[src/rtl/uart_tx_fifo_if.sv]
// Byte-write / status / line bundle between a producer and uart_tx_fifo.
// Handshake: there is no back-pressure. A byte on wrData is taken on every
// rising clk edge where wrEn is high and full is low. If full is high, the
// byte is dropped and overflow latches. The producer must watch full/count
// itself. state is a read-only debug view of the serializer FSM.
interface uart_tx_fifo_if #(
  parameter int FIFO_DEPTH = 16
);
  logic                          wrEn;
  logic [7:0]                    wrData;
  logic                          full;
  logic                          empty;
  logic [$clog2(FIFO_DEPTH):0]   count;
  logic                          overflow;
  logic                          tx;
  logic                          txBusy;
  logic [2:0]                    state;

  modport master (
    output wrEn, wrData,
    input  full, empty, count, overflow, tx, txBusy, state
  );

  modport slave (
    input  wrEn, wrData,
    output full, empty, count, overflow, tx, txBusy, state
  );
endinterface

[src/rtl/uart_tx_fifo.sv]
// UART transmitter fed by a byte FIFO. Frame: 8N1, LSB first. Each line bit
// lasts CLK_FREQ/BAUD clk cycles. tx and txBusy are registered.
// Optional feature: define UART_TX_PARITY_EN to add an even-parity bit
// between the data bits and the stop bit, giving an 11-bit frame.
// The state debug encoding is IDLE=0, START=1, DATA=2, STOP=3, PARITY=4.
module uart_tx_fifo #(
  parameter int CLK_FREQ   = 100000000,
  parameter int BAUD       = 115200,
  parameter int FIFO_DEPTH = 16
) (
  input  logic           clk,
  input  logic           uartTxRstN,
  uart_tx_fifo_if.slave  bus
);
  localparam int BAUD_DIV = CLK_FREQ / BAUD;
  localparam int AW       = $clog2(FIFO_DEPTH);
  localparam int CW       = AW + 1;
  localparam int DW       = (BAUD_DIV > 1) ? $clog2(BAUD_DIV) : 1;

`ifdef UART_TX_PARITY_EN
  typedef enum logic [2:0] {
    S_IDLE = 3'd0, S_START = 3'd1, S_DATA = 3'd2, S_STOP = 3'd3, S_PARITY = 3'd4
  } state_t;
`else
  typedef enum logic [2:0] {
    S_IDLE = 3'd0, S_START = 3'd1, S_DATA = 3'd2, S_STOP = 3'd3
  } state_t;
`endif

  logic [7:0]    mem [FIFO_DEPTH];
  logic [AW-1:0] wr_ptr, rd_ptr;
  logic [CW-1:0] cnt_q, cnt_next;
  logic          full_q, empty_q, ovf_q;

  state_t        state;
  logic [DW-1:0] baud_cnt;
  logic [2:0]    bit_idx;
  logic [7:0]    shreg;
  logic          tx_q, busy_q, line_bit;
`ifdef UART_TX_PARITY_EN
  logic          par_q;
`endif

  logic push, pop, baud_end;

  // A full FIFO drops the write even if a pop happens in the same cycle.
  assign push     = bus.wrEn && !full_q;
  assign baud_end = (baud_cnt == DW'(BAUD_DIV - 1));
  // Pop from IDLE right away, or at the last cycle of STOP for gapless frames.
  assign pop      = !empty_q && ((state == S_IDLE) || (state == S_STOP && baud_end));

  // Next occupancy: a simultaneous push and pop leave it unchanged.
  always_comb begin
    cnt_next = cnt_q;
    if (push && !pop)      cnt_next = cnt_q + 1'b1;
    else if (pop && !push) cnt_next = cnt_q - 1'b1;
  end

  // Line level for the current state. tx_q registers this value one cycle later.
  always_comb begin
    line_bit = 1'b1;
    case (state)
      S_START:  line_bit = 1'b0;
      S_DATA:   line_bit = shreg[0];
`ifdef UART_TX_PARITY_EN
      S_PARITY: line_bit = par_q;
`endif
      default:  line_bit = 1'b1;
    endcase
  end

  // Byte storage. It has no reset, because the pointers decide which entries are valid.
  always_ff @(posedge clk) begin
    if (push) mem[wr_ptr] <= bus.wrData;
  end

  // FIFO pointers, registered flags and the sticky overflow flag.
  always_ff @(posedge clk or negedge uartTxRstN) begin
    if (!uartTxRstN) begin
      wr_ptr  <= '0;
      rd_ptr  <= '0;
      cnt_q   <= '0;
      full_q  <= 1'b0;
      empty_q <= 1'b1;
      ovf_q   <= 1'b0;
    end else begin
      if (push) wr_ptr <= wr_ptr + 1'b1;
      if (pop)  rd_ptr <= rd_ptr + 1'b1;
      if (bus.wrEn && full_q) ovf_q <= 1'b1;
      cnt_q   <= cnt_next;
      full_q  <= (cnt_next == CW'(FIFO_DEPTH));
      empty_q <= (cnt_next == '0);
    end
  end

  // Serializer FSM with registered tx/txBusy. Reset abandons any partial frame.
  always_ff @(posedge clk or negedge uartTxRstN) begin
    if (!uartTxRstN) begin
      state    <= S_IDLE;
      baud_cnt <= '0;
      bit_idx  <= '0;
      shreg    <= '0;
      tx_q     <= 1'b1;
      busy_q   <= 1'b0;
`ifdef UART_TX_PARITY_EN
      par_q    <= 1'b0;
`endif
    end else begin
      tx_q <= line_bit;
      if (pop) begin
        shreg  <= mem[rd_ptr];
`ifdef UART_TX_PARITY_EN
        par_q  <= ^mem[rd_ptr];
`endif
        busy_q <= 1'b1;
      end
      case (state)
        S_IDLE: begin
          baud_cnt <= '0;
          if (pop) state <= S_START;
        end
        S_START: begin
          if (baud_end) begin
            baud_cnt <= '0;
            bit_idx  <= '0;
            state    <= S_DATA;
          end else begin
            baud_cnt <= baud_cnt + 1'b1;
          end
        end
        S_DATA: begin
          if (baud_end) begin
            baud_cnt <= '0;
            shreg    <= {1'b0, shreg[7:1]};
            if (bit_idx == 3'd7) begin
`ifdef UART_TX_PARITY_EN
              state <= S_PARITY;
`else
              state <= S_STOP;
`endif
            end else begin
              bit_idx <= bit_idx + 1'b1;
            end
          end else begin
            baud_cnt <= baud_cnt + 1'b1;
          end
        end
`ifdef UART_TX_PARITY_EN
        S_PARITY: begin
          if (baud_end) begin
            baud_cnt <= '0;
            state    <= S_STOP;
          end else begin
            baud_cnt <= baud_cnt + 1'b1;
          end
        end
`endif
        S_STOP: begin
          if (baud_end) begin
            baud_cnt <= '0;
            if (pop) begin
              state <= S_START;
            end else begin
              state  <= S_IDLE;
              busy_q <= 1'b0;
            end
          end else begin
            baud_cnt <= baud_cnt + 1'b1;
          end
        end
        default: state <= S_IDLE;
      endcase
    end
  end

  assign bus.full     = full_q;
  assign bus.empty    = empty_q;
  assign bus.count    = cnt_q;
  assign bus.overflow = ovf_q;
  assign bus.tx       = tx_q;
  assign bus.txBusy   = busy_q;
  assign bus.state    = state;
endmodule

[src/flat_wrapper.sv]
// flat-port wrapper written by rule: the top's interface ports become plain ports
module uart_tx_fifo_flat 
#(
  parameter int CLK_FREQ   = 100000000,
  parameter int BAUD       = 115200,
  parameter int FIFO_DEPTH = 16
)
  (clk, uartTxRstN, bus_wrEn, bus_wrData, bus_full, bus_empty, bus_count, bus_overflow, bus_tx, bus_txBusy, bus_state);
  uart_tx_fifo_if #(.FIFO_DEPTH(FIFO_DEPTH)) bus_i ();
  input  logic clk;
  input  logic uartTxRstN;
  input wire logic [$bits(bus_i.wrEn)-1:0] bus_wrEn;
  input wire logic [$bits(bus_i.wrData)-1:0] bus_wrData;
  output wire logic [$bits(bus_i.full)-1:0] bus_full;
  output wire logic [$bits(bus_i.empty)-1:0] bus_empty;
  output wire logic [$bits(bus_i.count)-1:0] bus_count;
  output wire logic [$bits(bus_i.overflow)-1:0] bus_overflow;
  output wire logic [$bits(bus_i.tx)-1:0] bus_tx;
  output wire logic [$bits(bus_i.txBusy)-1:0] bus_txBusy;
  output wire logic [$bits(bus_i.state)-1:0] bus_state;
  assign bus_i.wrEn = bus_wrEn;
  assign bus_i.wrData = bus_wrData;
  assign bus_full = bus_i.full;
  assign bus_empty = bus_i.empty;
  assign bus_count = bus_i.count;
  assign bus_overflow = bus_i.overflow;
  assign bus_tx = bus_i.tx;
  assign bus_txBusy = bus_i.txBusy;
  assign bus_state = bus_i.state;
  uart_tx_fifo #(.CLK_FREQ(CLK_FREQ), .BAUD(BAUD), .FIFO_DEPTH(FIFO_DEPTH)) u_core (.clk(clk), .uartTxRstN(uartTxRstN), .bus(bus_i));
endmodule
[config.mk]
export PLATFORM = sky130hd
export DESIGN_NAME = uart_tx_fifo_flat
export DESIGN_NICKNAME = d
export VERILOG_FILES = /design/src/rtl/uart_tx_fifo_if.sv /design/src/rtl/uart_tx_fifo.sv /design/src/flat_wrapper.sv
export SDC_FILE = /design/constraint.sdc
export NUM_CORES = 1
export LEC_CHECK = 0
export CORE_ASPECT_RATIO = 0.8
export CORE_MARGIN = 4
export CORE_UTILIZATION = 55
export DETAILED_ROUTE_END_ITERATION = 10
export GPL_TIMING_DRIVEN = 1
export PLACE_DENSITY = 0.76
export RECOVER_POWER = 25
export SKIP_LAST_GASP = 1
export SLEW_MARGIN = 0
export SYNTH_ARGS = -nofsm -noshare
export SYNTH_HDL_FRONTEND = slang
export SYNTH_SLANG_ARGS = --single-unit
[constraint.sdc]
create_clock -name clk -period 2.1 [get_ports clk]
set_clock_uncertainty 0.15 [all_clocks]
set_input_delay 0.315 -clock clk [delete_from_list [all_inputs] [get_ports clk]]
set_output_delay 0.315 -clock clk [all_outputs]
set_load 0.01 [all_outputs]
### Word level (Yosys, flattened, before mapping)

Memory sizes are Yosys's and may differ from the RTL's.
Cells that the tools add are included.
W data, S select, Z words.

| word-level totals | value |
|---|---|
| register bits | 42 |
| RAM bits | 128 |
| input bits | 11 |
| word-level logic and storage cells | 74 |
| memories | 1 |

| cells by class | value |
|---|---|
| add/subtract/negate cells | 6 |
| equality and inequality tests | 12 |
| mux-type cells | 25 |
| reductions and logical operators | 18 |

Memory list:

| name | depth | bits a word | read ports | clocked after memory_dff | wr ports | line | source |
|---|---|---|---|---|---|---|---|
| u_core.mem | 16 | 8 | 1 | 0 | 1 | uart_tx_fifo.sv:30 | `logic [7:0] mem [FIFO_DEPTH];` |

Operator list:

| cell | count |
|---|---|
| $mux W3 | 8 |
| $mux W8 | 3 |
| $pmux W10 S2 | 1 |
| $pmux W3 S4 | 1 |
| $add A10 B1 Y10 const B | 1 |
| $eq A10 B10 Y1 const B | 1 |
| $mux W10 | 1 |
| $mux W5 | 2 |
| $ne A2 B1 Y1 const B | 5 |
| $add A4 B1 Y4 const B | 2 |
| $mux W1 | 7 |
| $eq A3 B2 Y1 const B | 2 |
| $logic_and A1 B1 Y1 | 6 |
| $pmux W3 S2 | 1 |
| $add A5 B1 Y5 const B | 1 |
| $eq A5 B5 Y1 const B | 1 |
| $logic_not A5 Y1 | 1 |
| $reduce_and A5 Y1 | 1 |
| $sub A5 B1 Y5 const B | 1 |
| $logic_not A1 Y1 | 4 |
| $reduce_and A4 Y1 | 1 |
| $reduce_bool A2 Y1 | 2 |
| $add A3 B1 Y3 const B | 1 |
| $eq A3 B1 Y1 const B | 1 |
| 6 further kinds | 6 |

### Depth between registers and ports, before layout

| depth | value |
|---|---|
| depth after elaboration | 8 |
| mapped depth | 9 |

### Worst setup path before layout

Ideal clock, no wire load.

| path | value |
|---|---|
| kind | register -> register |
| start | register u_core.rd_ptr[1] |
| end | register u_core.shreg[7] |
| setup time | 0.137 ns |
| arrival time | 1.826 ns |
| data required time | 1.813 ns |
| slack | -0.012 ns |
| stages on the path, launching flop included | 7 |
| path buffers | 2 |
| clock period less this slack | 2.112 ns |
| cell sequence | dfrtp_1 clkbuf_1 clkbuf_1 mux4_2 mux4_2 mux2i_1 a21oi_1 |

| between the ends | value |
|---|---|
| cells in the longest elaborated chain, start to end | 4 |

RTL lines:

| item | line | source |
|---|---|---|
| start, declared | uart_tx_fifo.sv:31 | `logic [AW-1:0] wr_ptr, rd_ptr;` |
| start signal, assigned | uart_tx_fifo.sv:88 | `if (pop) rd_ptr <= rd_ptr + 1'b1;` |
| $mem_v2 Z16 W8 * | n/a |  |
| $mux W8 * | uart_tx_fifo.sv:110 | `if (pop) begin` |
| $mux W8 | uart_tx_fifo.sv:132 | `if (baud_end) begin` |
| $mux W8 * | uart_tx_fifo.sv:117 | `case (state)` |
| end signal, assigned | uart_tx_fifo.sv:111 | `shreg <= mem[rd_ptr];` |
| end signal, assigned | uart_tx_fifo.sv:134 | `shreg <= {1'b0, shreg[7:1]};` |
| end, declared | uart_tx_fifo.sv:38 | `logic [7:0] shreg;` |

Every way passes the cells marked *; elsewhere a longest branch is shown, timed or not.
A chain may end at the register's enable or synchronous reset.

### Worst setup path after layout

| path | value |
|---|---|
| start | register u_core.rd_ptr[0] |
| end | register u_core.shreg[7] |

Same word-level chain as after synthesis.

==> flow_summary.yaml <==
status:
  violations: "negative setup slack"
  outcome: "complete, but fails checks"
pwr:
  p_per_area_nw_per_um2: 968
  leakage_nw: 3.28
  pwr-share-clk: 0.363
  ir_drop_mv: 0.878
  p_int_mw: 6.39
  seqPwrFrac: 0.486
  combPwrFrac: 0.151
  total_power_mw: 8.56
  switching_share: 0.254
  switchingPower_mw: 2.17
die:
  dieArea_um2: 14800
  row_count: 36
  dieHeight_um: 110
  core_um2: 12400
  start_util: 0.572
  die_w_um: 135
  ios: 24
route:
  wl_per_cell_um: 22.1
  drtPass1Iterations: 4
  wirelength_mm: 15.1
  route.detailed.drc: 0
  route.vias.total: 3999
  drtIter0Drc: 279
  antenna_left: 0
  vias_per_cell: 5.85
timing:
  fmax_ghz: 0.462
  rsz0062_at_grt: "true"
  setup_violations: 10
  slew_violations: 0
  hold_viol_final: 0
  tightest_slew_ns: 1.02
  relSlewSlack: 0.322
  whs_ns: 0.319
  fin_crit_sh: 1.03
  finalWorstSetupSlack_ns: -0.0626
  finalCriticalPeriod_ns: 2.16
critical_path:
  critPathSlowestCell: "mux4_2"
  worst-path-max-fanout: 19
  crit_family: "multiplexers"
  crit_path_start: "u_core.rd_ptr[0]$_DFFE_PN0N_"
  cp_data_arrival_time_ns: 2.32
  path_class: "reg -> reg"
  cp-start-kind: "flop"
  crit_chain: "buf_12 -> mux4_2 -> mux4_2 -> mux2i_1 -> a21oi_1"
  reg2reg_from: "u_core.rd_ptr[0]$_DFFE_PN0N_"
  crit_required_ns: 2.26
  critPathMostFrequentCell: "mux4_2"
  critPathMaxStageDelay_ns: 0.52
  cp-end-kind: "flop"
  path_buf_inv: 1
synthesis:
  yosysUniqueCellTypes: 47
  syn_area_um2: 7120
  synth_cells: 417
  synthFlopType: "edfxtp_1"
  ys_ff_latch: 169
  synth-edff-count: 128
  syn_nets: 442
  seq_area_frac_synth: 0.685
  postSynth.asyncResetShare: 0.243
  synth-warning-count: 0
  syn_avg_cell_area_um2: 17.1
placed_design:
  post-place-ws_ns: -0.0873
  dp_hpwl_mm: 9.37
  dpl.cell_count: 635
  io_buffers: 22
  gp_congestion: 0.779
finish:
  fill_cells: 760
  fin_cells: 684
  layout-drive-gt1-share: 0.300
  finalNetCount: 525
  utilization: 0.711
  area_delta_synth_final_pct: 24.2
  n_antenna_cell: 0
cts:
  clk_path_buf_depth: 2
  clock-root-buffer: "clkbuf_16"
  cts_max_level: 4
  clk_pin_slew_ns: 0.06
  clock-sinks: 169
  cts-buffers-inserted: 17
  clk_latency_ns: 0.42
  cts_tree: "built"
global_route:
  antenna_found_initial: 0
  grt-ovfl-total: 0
  grt_pass1_wl_mm: 23.5
  grt_max_degree: 35
  grt_pass1_vias: 4072
  grtUsageTotal: 0.219
hold_path:
  hold_path.class: "reg -> reg"
  worstHoldStart: "u_core.bus.overflow$_DFFE_PN0P_"
run:
  cap_viol_max_count: 0
==> logic make-up after synthesis <==
| group | Yosys count | synth area share |
|---|---|---|
| buffers and inverters | 28 | 0.0202 |
| XOR/XNOR | 17 | 0.0209 |
| AO/OA/AOI/OAI | 30 | 0.0311 |
| multiplexers | 49 | 0.141 |
| adder cells (fa/ha/maj) | 14 | 0.0246 |
| other | 1 | 0.000527 |
| flip-flops | 169 | 0.685 |
| AND/OR/NAND/NOR | 109 | 0.0765 |
==> power groups by stage <==
stage | Sequential, mW | Combinational (mW) | Clock [mW]
after global placement | 4.19 | 1.20 | 0
after global routing | 4.19 | 1.40 | 3.31
after CTS | 4.15 | 1.27 | 3.15
final | 4.16 | 1.29 | 3.10
after floorplan | 4.20 | 0.564 | 0
after detailed placement | 4.21 | 1.24 | 0
==> registers in the layout, summed over array words and instances (netlist names), 2 cells and up <==
register	flops
u_core.bus.state	2
u_core.bus.count	5
u_core.bit_idx	3
u_core.mem	128
u_core.wr_ptr	4
u_core.shreg	8
u_core.rd_ptr	4
u_core.baud_cnt	10
==> through the flow <==
| stage | cell area [um^2] | setup TNS [ns] |
|---|---|---|
| 6_report | 8840 | -0.408 |
| 5_1_grt | 8840 | -1.25 |
| 4_1_cts | 8690 | -0.495 |
| 3_5_place_dp | 8000 | -1.89 |
| 3_3_place_gp | 8000 | -0.195 |
| 2_1_floorplan | 7120 | 0 |
==> worst paths after layout <==
kind / slack, ns / depth (start not counted) / endpoint
worst max-delay path: -0.06 / 5 / u_core.shreg[7]$_DFF_PN0_
worst min-delay path: 0.32 / 1 / u_core.bus.overflow$_DFFE_PN0P_
worst max register to register: -0.06 / 5 / u_core.shreg[7]$_DFF_PN0_
worst min register to register: 0.32 / 1 / u_core.bus.overflow$_DFFE_PN0P_
max in group asynchronous: 0.37 / 3 / u_core.bus.empty$_DFF_PN1_
min in group asynchronous: 0.44 / 2 / u_core.rd_ptr[3]$_DFFE_PN0N_
==> synthesized netlist by cell type, types with 2 or more instances <==
cell type / n / area (um^2)
a21boi_0: 2 / 15.0
a22o_1: 6 / 52.6
a31oi_1: 7 / 43.8
and2_1: 16 / 100
and3_1: 3 / 18.8
buf_4: 4 / 30.0
buf_6: 3 / 33.8
clkbuf_1: 10 / 37.5
dfrtp_1: 39 / 976
dfstp_2: 2 / 52.6
edfxtp_1: 128 / 3840
ha_1: 14 / 175
inv_1: 9 / 33.8
mux2_2: 4 / 45.0
mux2i_1: 6 / 60.1
mux4_1: 6 / 158
mux4_2: 33 / 743
nand2_1: 33 / 124
nand2b_1: 3 / 18.8
nand3_1: 4 / 20.0
nand3b_1: 2 / 15.0
nand4_1: 6 / 37.5
nor2_1: 28 / 105
nor3_1: 3 / 15.0
nor3b_1: 3 / 22.5
o211ai_1: 3 / 22.5
o21ai_0: 5 / 25.0
xnor2_1: 11 / 96.3
xor2_1: 6 / 52.6
==> metal layers <==
metal,global-route usage,vias to the layer above,wire length (um)
li1,-,1769,-
met5,0,-,0
met3,0.0645,19,1020
met4,0.0698,0,240
met2,0.344,153,7290
met1,0.300,2058,6540
==> worst register-to-register path: cells and delay by family, from the launching register on <==
| family | cells | cell delay, ns |
|---|---|---|
| AOI/OAI and AO/OA | 1 | 0.06 |
| buffers and inverters | 1 | 0.22 |
| DFF | 1 | 0.44 |
| muxes | 3 | 1.19 |
==> timing repair <==
item / CTS / global route
resized for setup: 12 / 20
endpoints found under the hold margin: 15 / 0
pin swaps: 3 / 10
setup endpoints to repair: 11 / 18
setup buffers: 7 / 9
hold buffers: 1 / 0
==> layout by cell type, fill, tap and decap left out, types with 4 or more instances in the layout <==
| master | n |
|---|---|
| a22o_1 | 6 |
| a31oi_1 | 7 |
| and2_1 | 16 |
| buf_12 | 20 |
| buf_4 | 34 |
| clkbuf_16 | 17 |
| clkdlybuf4s50_1 | 17 |
| dfrtp_1 | 37 |
| dlygate4sd3_1 | 5 |
| edfxtp_1 | 128 |
| ha_1 | 11 |
| inv_1 | 8 |
| inv_6 | 5 |
| mux2_2 | 4 |
| mux4_1 | 4 |
| mux4_2 | 35 |
| nand2_1 | 32 |
| nand3_1 | 4 |
| nand4_1 | 6 |
| nor2_1 | 26 |
| o21ai_0 | 4 |
| xnor2_1 | 11 |
| xor2_1 | 5 |
==> final cells by class <==
| cell class | instances | area, um^2 | share of cell area |
|---|---|---|---|
| clock inverter | 15 | 161 | 0.0183 |
| sequential | 169 | 4870 | 0.552 |
| multi-input combinational | 220 | 2190 | 0.248 |
| tap | 171 | 214 | 0.0242 |
| timing repair buffer | 83 | 938 | 0.106 |
| clock buffer | 17 | 425 | 0.0481 |
| inverter | 9 | 33.8 | 0.00382 |
Power figures use the tool's default switching activity.
